<file path="config.mk">
export PLATFORM = sky130hd
export DESIGN_NAME = ttt_game_ctrl
export DESIGN_NICKNAME = d
export VERILOG_FILES = /design/src/rtl/ttt_pkg.sv /design/src/rtl/ttt_win_detect.sv /design/src/rtl/ttt_game_ctrl.sv
export SDC_FILE = /design/constraint.sdc
export NUM_CORES = 1
export LEC_CHECK = 0
export ABC_AREA = 1
export CORE_MARGIN = 1
export CORE_UTILIZATION = 50
export DETAILED_ROUTE_END_ITERATION = 8
export PLACE_DENSITY = 0.76
export SLEW_MARGIN = 20
export SYNTH_ARGS = -nofsm -noshare
export SYNTH_HDL_FRONTEND = slang
export SYNTH_HIERARCHICAL = 1
export SYNTH_SLANG_ARGS = --single-unit
export TNS_END_PERCENT = 5
</file>
<file path="constraint.sdc">
create_clock -name i_clock -period 2.4 [get_ports i_clock]
set_clock_uncertainty 0.05 [all_clocks]
set_input_delay 0.6 -clock i_clock [delete_from_list [all_inputs] [get_ports i_clock]]
set_output_delay 0.6 -clock i_clock [all_outputs]
set_load 0.02 [all_outputs]
</file>
<file path="src/rtl/ttt_pkg.sv">
// Shared definitions for the tic-tac-toe controller: cell codes, FSM states,
// the eight winning lines and small helpers for the flat 9-cell board vector.
// Board layout: cell k (0-based, row-major) occupies bits [2k+1:2k].
package ttt_pkg;

  localparam logic [1:0] CELL_EMPTY = 2'b00;
  localparam logic [1:0] CELL_X     = 2'b01;
  localparam logic [1:0] CELL_O     = 2'b10;
  localparam logic [1:0] CELL_DRAW  = 2'b11;

  localparam int NUM_CELLS = 9;
  localparam int NUM_LINES = 8;

  typedef enum logic [1:0] {
    ST_PLAY  = 2'd0,
    ST_CHECK = 2'd1,
    ST_OVER  = 2'd2
  } state_t;

  // 0-based cell indices of every line: 3 rows, 3 columns, 2 diagonals
  localparam logic [3:0] WIN_LINES [NUM_LINES][3] = '{
    '{4'd0, 4'd1, 4'd2},
    '{4'd3, 4'd4, 4'd5},
    '{4'd6, 4'd7, 4'd8},
    '{4'd0, 4'd3, 4'd6},
    '{4'd1, 4'd4, 4'd7},
    '{4'd2, 4'd5, 4'd8},
    '{4'd0, 4'd4, 4'd8},
    '{4'd2, 4'd4, 4'd6}
  };

  // Fetch one 2-bit cell; out-of-range indices read as empty
  function automatic logic [1:0] cell_of(input logic [17:0] cells, input logic [3:0] idx);
    logic [1:0] v;
    v = CELL_EMPTY;
    for (int k = 0; k < NUM_CELLS; k++) begin
      if (idx == k[3:0]) v = cells[2*k +: 2];
    end
    return v;
  endfunction

  // X <-> O; anything else maps to X so a bad value cannot stick
  function automatic logic [1:0] other_player(input logic [1:0] p);
    return (p == CELL_X) ? CELL_O : CELL_X;
  endfunction

endpackage

</file>
<file path="src/rtl/ttt_win_detect.sv">
// Combinational win detector: scans all eight lines of the board and reports
// the owner of the first fully-owned line (00 when nobody has a line).
module ttt_win_detect
  import ttt_pkg::*;
(
  input  logic [17:0] i_cells,
  output logic [1:0]  o_winner
);

  logic [1:0] w_a;
  logic [1:0] w_b;
  logic [1:0] w_c;

  // Three equal, non-empty cells on any line give the winner
  always_comb begin
    o_winner = CELL_EMPTY;
    w_a      = CELL_EMPTY;
    w_b      = CELL_EMPTY;
    w_c      = CELL_EMPTY;
    for (int l = 0; l < NUM_LINES; l++) begin
      w_a = cell_of(i_cells, WIN_LINES[l][0]);
      w_b = cell_of(i_cells, WIN_LINES[l][1]);
      w_c = cell_of(i_cells, WIN_LINES[l][2]);
      if ((o_winner == CELL_EMPTY) && (w_a != CELL_EMPTY) && (w_a == w_b) && (w_a == w_c)) begin
        o_winner = w_a;
      end
    end
  end

endmodule

</file>
<file path="src/rtl/ttt_game_ctrl.sv">
// Tic-tac-toe sequencing controller. Edge-detects the commit button and the
// new-game input, validates each move, writes the board, alternates turns and
// freezes the board on a win or draw. All outputs are registered.
//
// Input protocol: i_move_btn and i_new_game are levels already synchronised to
// i_clock. Only a 0->1 transition seen at a rising edge acts (one action per
// press, however long it is held). i_move_sel is looked at only on the edge
// where the button pulse is seen; a pulse arriving while the FSM is in CHECK or
// OVER is discarded, never queued. A new-game pulse beats a move pulse on the
// same edge, and i_reset beats both.
module ttt_game_ctrl
  import ttt_pkg::*;
#(
  parameter logic [1:0] FIRST_PLAYER    = 2'b01,
  parameter bit         ALTERNATE_START = 1'b1
) (
  input  logic       i_clock,
  input  logic       i_reset,
  input  logic       i_move_btn,
  input  logic [3:0] i_move_sel,
  input  logic       i_new_game,
  output logic [1:0] o_pos1,
  output logic [1:0] o_pos2,
  output logic [1:0] o_pos3,
  output logic [1:0] o_pos4,
  output logic [1:0] o_pos5,
  output logic [1:0] o_pos6,
  output logic [1:0] o_pos7,
  output logic [1:0] o_pos8,
  output logic [1:0] o_pos9,
  output logic [1:0] o_who,
  output logic       o_ill,
  output logic       o_game_over,
  output logic [1:0] o_state
);

  state_t      r_state;
  logic        r_btn_q;
  logic        r_new_q;
  logic [17:0] r_board;
  logic [1:0]  r_who;
  logic [1:0]  r_starter;
  logic        r_ill;
  logic        r_over;
  logic [3:0]  r_count;

  logic        w_move_pulse;
  logic        w_new_pulse;
  logic        w_sel_ok;
  logic [1:0]  w_sel_cell;
  logic [1:0]  w_winner;
  logic [1:0]  w_next_starter;

  assign w_move_pulse   = i_move_btn & ~r_btn_q;
  assign w_new_pulse    = i_new_game & ~r_new_q;
  assign w_sel_ok       = (i_move_sel >= 4'd1) && (i_move_sel <= 4'd9);
  assign w_sel_cell     = cell_of(r_board, i_move_sel - 4'd1);
  assign w_next_starter = ALTERNATE_START ? other_player(r_starter) : FIRST_PLAYER;

  // Win detection always looks at the registered board
  ttt_win_detect u_win_detect (
    .i_cells  (r_board),
    .o_winner (w_winner)
  );

  // Game FSM with board, counter, edge detectors and starter tracking
  always_ff @(posedge i_clock) begin
    if (i_reset) begin
      r_state   <= ST_PLAY;
      r_btn_q   <= 1'b0;
      r_new_q   <= 1'b0;
      r_board   <= '0;
      r_who     <= FIRST_PLAYER;
      r_starter <= FIRST_PLAYER;
      r_ill     <= 1'b0;
      r_over    <= 1'b0;
      r_count   <= 4'd0;
    end else begin
      r_btn_q <= i_move_btn;
      r_new_q <= i_new_game;
      if (w_new_pulse) begin
        r_state   <= ST_PLAY;
        r_board   <= '0;
        r_who     <= w_next_starter;
        r_starter <= w_next_starter;
        r_ill     <= 1'b0;
        r_over    <= 1'b0;
        r_count   <= 4'd0;
      end else begin
        case (r_state)
          ST_PLAY: begin
            if (w_move_pulse) begin
              if (w_sel_ok && (w_sel_cell == CELL_EMPTY)) begin
                for (int k = 0; k < NUM_CELLS; k++) begin
                  if (i_move_sel == 4'(k + 1)) r_board[2*k +: 2] <= r_who;
                end
                r_count <= r_count + 4'd1;
                r_ill   <= 1'b0;
                r_state <= ST_CHECK;
              end else begin
                r_ill <= 1'b1;
              end
            end
          end
          ST_CHECK: begin
            // A win is checked before the draw so a 9th-move win counts as a win
            if (w_winner != CELL_EMPTY) begin
              r_who   <= w_winner;
              r_over  <= 1'b1;
              r_state <= ST_OVER;
            end else if (r_count == 4'd9) begin
              r_who   <= CELL_DRAW;
              r_over  <= 1'b1;
              r_state <= ST_OVER;
            end else begin
              r_who   <= other_player(r_who);
              r_state <= ST_PLAY;
            end
          end
          ST_OVER: begin
            r_state <= ST_OVER;
          end
          default: begin
            r_state <= ST_PLAY;
          end
        endcase
      end
    end
  end

  assign o_pos1      = r_board[1:0];
  assign o_pos2      = r_board[3:2];
  assign o_pos3      = r_board[5:4];
  assign o_pos4      = r_board[7:6];
  assign o_pos5      = r_board[9:8];
  assign o_pos6      = r_board[11:10];
  assign o_pos7      = r_board[13:12];
  assign o_pos8      = r_board[15:14];
  assign o_pos9      = r_board[17:16];
  assign o_who       = r_who;
  assign o_ill       = r_ill;
  assign o_game_over = r_over;
  assign o_state     = r_state;

endmodule

</file>
**After elaboration in Yosys (flattened, before gate mapping)**

Cells that the tools add are included.
Widths: inputs -> output; s select.

- Add/sub/neg operators: 2
- $lt $le $gt $ge: 2
- Eq/ne operators: 40
- Multiplexer cells: 31
- Bitwise logic cells: 4
- Reductions and logical operators: 57

Operator list:

| kind | count |
|---|---|
| $mux 2 | 27 |
| $reduce_and 4->1 | 9 |
| $eq 2x2->1 | 16 |
| $eq 4x3->1 const B | 8 |
| $logic_and 1x1->1 | 25 |
| $logic_not 2->1 | 9 |
| $eq 4x2->1 const B | 4 |
| $eq 4x4->1 const B | 4 |
| $reduce_bool 2->1 | 8 |
| $eq 4x1->1 const B | 2 |
| $eq 2x1->1 const B | 3 |
| $pmux 2 s3 | 1 |
| $reduce_and 2->1 | 3 |
| $add 4x1->4 const B | 1 |
| $ge 4x1->1 const B | 1 |
| $le 4x4->1 const B | 1 |
| $logic_not 4->1 | 1 |
| $ne 2x2->1 const B | 2 |
| $sub 4x1->4 const B | 1 |
| $mux 1 | 3 |
| $reduce_and 3->1 | 1 |
| $and 1x1->1 | 2 |
| $eq 2x2->1 const B | 1 |
| $not 1->1 | 2 |
| $reduce_or 2->1 | 1 |

- Register bits after elaboration: 32
- Input bits: 8
- Output and inout bits: 24
- Logic and storage cells: 153

**Logic depth before layout (Yosys ltp)**

- Word-level depth: 43
- Mapped depth: 22
- Depth with buffers taken out: 22

**Modules after synthesis**

Netlist, hierarchy kept.

Modules (own cells, without submodules):

| module | instances | cells an instance | area an instance (um2) |
|---|---|---|---|
| ttt_game_ctrl | 1 | 252 | 1694.1 |
| ttt_win_detect | 1 | 124 | 578.1 |

**Least setup slack after synthesis**

Ideal clock, no wire load.

- Path kind: register to register
- Start point: register r_board[1]
- End point: register r_over, in the netlist o_game_over
- Setup time: 0.137 ns
- Arrival time: 2.124 ns
- Required time: 2.213 ns
- Path slack: 0.089 ns
- Cell stages (with the launch flop): 20
- Buffers on the path: 0
- Period minus slack after synthesis: 2.311 ns
- Cell sequence: dfxtp_1 -> inv_2 -> nor2_2 -> nand2_1 -> nand2_2 -> nand4_1 -> nand2_1 -> inv_2 -> nand3_1 -> nand2_2 -> inv_2 -> nand2_1 -> inv_2 -> nand2_1 -> inv_2 -> nand2_1 -> inv_1 -> nand2_1 -> o311ai_0 -> a21oi_1

- Cells in the longest elaborated chain, start to end: 42

RTL lines:

| item | RTL line | RTL |
|---|---|---|
| start: declaration | ttt_game_ctrl.sv:40 | `logic [17:0] r_board;` |
| start signal: indexed assignment | ttt_game_ctrl.sv:95 | `if (i_move_sel == 4'(k + 1)) r_board[2*k +: 2] <= r_who;` |
| $eq 2x2->1 or $reduce_bool 2->1 (tied branches) | ttt_win_detect.sv:24 | `if ((o_winner == CELL_EMPTY) && (w_a != CELL_EMPTY) && (w_a == w_b) && (w_a == w_c)) begin` |
| $logic_and 1x1->1 (2 in series) | ttt_win_detect.sv:24 |  |
| $mux 2 | ttt_win_detect.sv:24 |  |
| $logic_not 2->1 | ttt_win_detect.sv:24 |  |
| $logic_and 1x1->1 (3 in series) | ttt_win_detect.sv:24 |  |
| $mux 2 | ttt_win_detect.sv:24 |  |
| $logic_not 2->1 | ttt_win_detect.sv:24 |  |
| $logic_and 1x1->1 (3 in series) | ttt_win_detect.sv:24 |  |
| [20 not listed] | - |  |
| $mux 2 * | ttt_win_detect.sv:24 |  |
| $logic_not 2->1 | ttt_win_detect.sv:24 |  |
| $logic_and 1x1->1 (3 in series) | ttt_win_detect.sv:24 |  |
| $mux 2 * | ttt_win_detect.sv:24 |  |
| named net w_winner[0] | ttt_game_ctrl.sv:51 | `logic [1:0] w_winner;` |
| $reduce_bool 2->1 * | ttt_game_ctrl.sv:107 | `if (w_winner != CELL_EMPTY) begin` |
| $reduce_bool 2->1 (no source line) | - |  |
| $reduce_and 2->1 (no source line) | - |  |
| end signal: assignment | ttt_game_ctrl.sv:87 | `r_over <= 1'b0;` |
| end signal: assignment | ttt_game_ctrl.sv:109 | `r_over <= 1'b1;` |
| end signal: assignment | ttt_game_ctrl.sv:113 | `r_over <= 1'b1;` |
| end: declaration | ttt_game_ctrl.sv:44 | `logic r_over;` |

Mark *: on every way through the listed nets, which the timed path passes. The rest lies on a longest branch.
A chain may end at the register's enable or synchronous reset.

**Worst setup path after layout**

- Start point: register r_board[1]
- End point: register r_state[1], in the netlist o_state[1]

- Cells in the longest elaborated chain, start to end: 42

RTL lines:

| item | RTL line | RTL |
|---|---|---|
| $eq 2x2->1 or $reduce_bool 2->1 (tied branches) | ttt_win_detect.sv:24 |  |
| $logic_and 1x1->1 (2 in series) | ttt_win_detect.sv:24 |  |
| $mux 2 | ttt_win_detect.sv:24 |  |
| $logic_not 2->1 | ttt_win_detect.sv:24 |  |
| $logic_and 1x1->1 (3 in series) | ttt_win_detect.sv:24 |  |
| $mux 2 | ttt_win_detect.sv:24 |  |
| $logic_not 2->1 | ttt_win_detect.sv:24 |  |
| $logic_and 1x1->1 (3 in series) | ttt_win_detect.sv:24 |  |
| [20 not listed] | - |  |
| $mux 2 * | ttt_win_detect.sv:24 |  |
| $logic_not 2->1 | ttt_win_detect.sv:24 |  |
| $logic_and 1x1->1 (3 in series) | ttt_win_detect.sv:24 |  |
| $mux 2 * | ttt_win_detect.sv:24 |  |
| named net w_winner[1] | ttt_game_ctrl.sv:51 |  |
| $reduce_bool 2->1 * | ttt_game_ctrl.sv:107 |  |
| $mux 2 * | ttt_game_ctrl.sv:107 |  |
| $pmux 2 s3 * | ttt_game_ctrl.sv:90 | `case (r_state)` |
| end signal: assignment | ttt_game_ctrl.sv:99 | `r_state <= ST_CHECK;` |
| end signal: assignment | ttt_game_ctrl.sv:110 | `r_state <= ST_OVER;` |
| end signal: assignment | ttt_game_ctrl.sv:114 | `r_state <= ST_OVER;` |
| end: declaration | ttt_game_ctrl.sv:37 | `state_t r_state;` |

Marked as above.

==> summary.json <==
{
  "critical_path.endpoint_type": {"value": "register"},
  "antenna-diode-count": {"value": 0},
  "mappedNetlistNets": {"value": 386},
  "firstDrtPassIters": {"value": 5},
  "cpMostUsedCell": {"value": "nand2_2"},
  "synth_area_per_cell": {"value": 6.04, "unit": "sq um"},
  "routed-via-count": {"value": 2723},
  "power.density_cell_area": {"value": 386, "unit": "nW/um^2"},
  "die_area": {"value": 4820, "unit": "sq um"},
  "cp_max_fo": {"value": 4},
  "drt_wl_total": {"value": 6440, "unit": "um"},
  "netlist.top_cell.by_area": {"value": "dfxtp_1"},
  "drc": {"value": 0},
  "multiInputGateArea": {"value": 1410, "unit": "sq um"},
  "grt_antenna_before_repair": {"value": 0},
  "placeableCoreArea": {"value": 4350, "unit": "sq um"},
  "place_area": {"value": 2970, "unit": "sq um"},
  "die_height": {"value": 69.4, "unit": "um"},
  "globalRoute.totalOverflow": {"value": 0},
  "clkTransAtPathRegs": {"value": 0.07, "unit": "ns"},
  "critical_path_required": {"value": 2.52, "unit": "ns"},
  "ys_warns": {"value": 6},
  "top_level_ports": {"value": 32},
  "count_of_fill_cells_added_during_filler_insertion": {"value": 346},
  "unrepaired_setup_endpoints_after_global_routing": {"value": "yes"},
  "final_nets": {"value": 466},
  "finalHoldViolCount": {"value": 0},
  "timing.fmax": {"value": 0.441, "unit": "GHz"},
  "detail-route-antenna-nets": {"value": 0},
  "timing.reg2reg.worst_path_depth": {"value": 20},
  "largest_net_degree_at_the_start_of_global_routing": {"value": 16},
  "synth_edf_count": {"value": 0},
  "proportion_of_synthesized_chip_area_in_sequential_cells": {"value": 28.2, "unit": "%"},
  "stdcell_count": {"value": 509},
  "route.detailed.wl_per_inst": {"value": 12.6, "unit": "um"},
  "worst_ir_drop_vdd": {"value": 0.000365, "unit": "V"},
  "syn_inst": {"value": 376},
  "post_cts_hold_buffer_count": {"value": 0},
  "detailedRoute.firstIterationViolations": {"value": 184},
  "routed_via_density": {"value": 5.35},
  "cts_root_buf": {"value": "clkbuf_8"},
  "final_critical_path_setup_slack": {"value": 0.134, "unit": "ns"},
  "clock_insertion_delay_worst_skew": {"value": 0.29, "unit": "ns"},
  "clkPwrFrac": {"value": 41.0, "unit": "%"},
  "flow.area_growth_from_synthesis": {"value": 43.0, "unit": "%"},
  "post-synth-top-area-fraction": {"value": 28.2, "unit": "%"},
  "grt_use_total": {"value": 26.4, "unit": "%"},
  "synthDistinctLibCells": {"value": 36},
  "tightest_slew": {"value": 0.311, "unit": "ns"},
  "power_frac_seq": {"value": 43.9, "unit": "%"},
  "place_inst": {"value": 501},
  "numClockSinks": {"value": 32},
  "synth_async_sr_flop_share": {"value": 0, "unit": "%"},
  "postLayoutCellArea": {"value": 3250, "unit": "sq um"},
  "register_area": {"value": 666, "unit": "sq um"},
  "worstHoldPathType": {"value": "register to register"},
  "yosys_register_bits": {"value": 32},
  "cp.arrival": {"value": 2.39, "unit": "ns"},
  "rows": {"value": 24},
  "crit_path_start_kind": {"value": "register"},
  "first_pass_grt_wire_length": {"value": 10400, "unit": "um"},
  "comb_power_share": {"value": 15.1, "unit": "%"},
  "die_width": {"value": 69.4, "unit": "um"},
  "maximum_capacitance_violations": {"value": 0},
  "timing.critical_path.cells": {"value": "inv_4 > nor2_2 > nand2_1 > nand2_2 > nand3_1 > nand2_1 > nand2_2 > nand2_2 > inv_2 > nand2_2 > inv_2 > nand2_1 > inv_2 > nand2_1 > inv_2 > nand3_1 > nand2_2 > o311ai_2 > buf_4 > a21oi_1"},
  "status": {"value": "finished clean"},
  "maximum_cell_stage_delay_along_the_critical_path": {"value": 0.37, "unit": "ns"},
  "synthesis.area": {"value": 2270, "unit": "sq um"},
  "worstReg2RegStart": {"value": "r_board[1]$_SDFFE_PP0P_"},
  "p_int": {"value": 0.000923, "unit": "W"},
  "p_leak": {"value": 1.37, "unit": "nW"},
  "timing.reg2reg.setup_slack": {"value": 0.13, "unit": "ns"},
  "preCtsSetupSlack": {"value": -0.0264, "unit": "ns"},
  "postCtsSetupBuffers": {"value": 0},
  "grt_pass1_vias": {"value": 2403},
  "drive_gt1_share": {"value": 28.4, "unit": "%"},
  "crit_path_end": {"value": "o_state[1]$_SDFFE_PP0P_"},
  "portion_of_the_clock_cycle_consumed_by_the_worst_path_in_the_final_layout": {"value": 94.4, "unit": "%"},
  "critical-path-slowest-cell": {"value": "dfxtp_4"},
  "cts_tree": {"value": "done"},
  "first_element_of_the_critical_path": {"value": "r_board[1]$_SDFFE_PP0P_"},
  "critical_path.reg2reg.endpoint": {"value": "o_state[1]$_SDFFE_PP0P_"},
  "slew_headroom": {"value": 79.1, "unit": "%"},
  "dp.final_hpwl": {"value": 4930, "unit": "um"},
  "switchingPower": {"value": 0.000330, "unit": "W"},
  "cts_bufs_inserted": {"value": 5},
  "numPortBuffers": {"value": 31},
  "setup-violations-final": {"value": 0},
  "cts_h_tree_depth": {"value": 2},
  "place_congestion": {"value": 0.952},
  "cts.path.max_buffers": {"value": 2},
  "slew_viol_final": {"value": 0},
  "power.switching_fraction": {"value": 26.3, "unit": "%"},
  "start_util": {"value": 52.2, "unit": "%"},
  "min_period": {"value": 2.27, "unit": "ns"},
  "synth.area.top_cells": {"value": "dfxtp_1, inv_1, nand2_1"},
  "worst-setup-path-type": {"value": "register to register"},
  "postSynth.topFlopCell": {"value": "dfxtp_1"}
}
## cells in the mapped netlist (3+ instances only)
cell type / count
inv_1: 67
o21ai_0: 14
nand3_1: 49
nor3_1: 12
nand2_1: 67
nand4_1: 16
a211oi_1: 3
nand3_2: 6
nor2_1: 46
nand2_2: 5
o21ai_1: 3
a21oi_1: 12
inv_2: 13
dfxtp_1: 32
nor2_2: 3
clkinv_1: 3
## power groups by stage
stage,Sequential (W),Clock (W),Combinational [W]
final,0.000551,0.000514,0.000189
after global routing,0.000552,0.000539,0.000208
after CTS,0.000554,0.000521,0.000183
after detailed placement,0.000567,0,0.000182
after global placement,0.000566,0,0.000179
after floorplan,0.000574,0,0.0000996
## per-layer routing
metal  wire [um]  track usage, %
met5           0               0
met4         166            13.4
met3         396            5.09
met2        3060            42.5
met1        2820            33.7
## how the worst min path moves through the flow
| stage | start | end | slack, ns | cells after the start |
|---|---|---|---|---|
| after floorplan | r_count[3]$_SDFFE_PP0P_ | r_count[3]$_SDFFE_PP0P_ | 0.42 | 2 |
| after global placement | o_ill$_SDFFE_PP0P_ | o_ill$_SDFFE_PP0P_ | 0.38 | 2 |
| after detailed placement | o_ill$_SDFFE_PP0P_ | o_ill$_SDFFE_PP0P_ | 0.38 | 2 |
| after CTS | o_ill$_SDFFE_PP0P_ | o_ill$_SDFFE_PP0P_ | 0.40 | 2 |
| after global routing | o_game_over$_SDFFE_PP0P_ | o_game_over$_SDFFE_PP0P_ | 0.43 | 2 |
| final | o_game_over$_SDFFE_PP0P_ | o_game_over$_SDFFE_PP0P_ | 0.41 | 2 |
## sequential cells by signal (all words and copies together), names as in the netlist
register / flops
o_game_over: 1
o_ill: 1
o_state: 2
o_who: 2
r_board: 18
r_btn_q: 1
r_count: 4
r_new_q: 1
r_starter: 2
## kinds of logic (layout without fill, tap and decap cells)
family | Yosys count | in the layout | synth area share (%)
adders and majority gates | 2 | 2 | 1.10
xor gates and xnor gates | 2 | 2 | 0.771
DFF | 32 | 32 | 28.2
AOI/OAI and AO/OA | 43 | 43 | 11.2
buffers and inverters | 89 | 170 | 15.7
and+or+nand+nor | 208 | 208 | 43.0
## cell type report
class                      count  share of cell area, %
clock buffer                   5                   2.12
multi-input combinational    255                   43.4
inverter                      83                   9.66
tap                           52                   2.00
sequential                    32                   20.5
timing repair buffer          79                   21.0
clock inverter                 3                   1.31
## metrics by stage
step	hold WS [ns]	power, W	TNS, ns	utilization [%]
after global placement	0.381	0.000745	-0.00411	68.3
after detailed placement	0.384	0.000749	-0.0682	68.3
after floorplan	0.417	0.000673	0	-
after CTS	0.401	0.00126	0	70.9
after global routing	0.431	0.00130	-0.178	74.6
final	0.410	0.00125	0	74.6
## repair_timing
item / in CTS / in global routing
endpoints found under the setup margin: 2 / 4
gates resized for setup: 3 / 50
pin swaps: 0 / 20
endpoints found under the hold margin: 0 / 0
## worst max-delay path, delay by kind of cell (launching register included)
family          cells  cell delay [ns]
simple gates       12             1.07
flops               1             0.37
buf+inv             6             0.37
compound gates      2             0.30
## layout by cell type (no fill, tap or decap), types with 2 or more instances in the layout
cell type and instances:
nand3_1 38, nand2_1 57, buf_4 47, a21oi_1 11, dfxtp_1 20, clkdlybuf4s50_1 31
o21a_1 2, nand4_1 16, nand3_2 14, clkinv_1 3, a211oi_1 2, dfxtp_2 8
o22ai_1 2, a21oi_2 2, o21ai_0 13, nand3_4 3, inv_2 14, nor3_2 2
nor3_1 10, nor2_1 43, dfxtp_4 4, clkbuf_8 5, nor2_2 6, ha_1 2
o21ai_1 4, nand2_2 15, inv_1 65
Note: power is estimated with default switching activity, not from simulation.
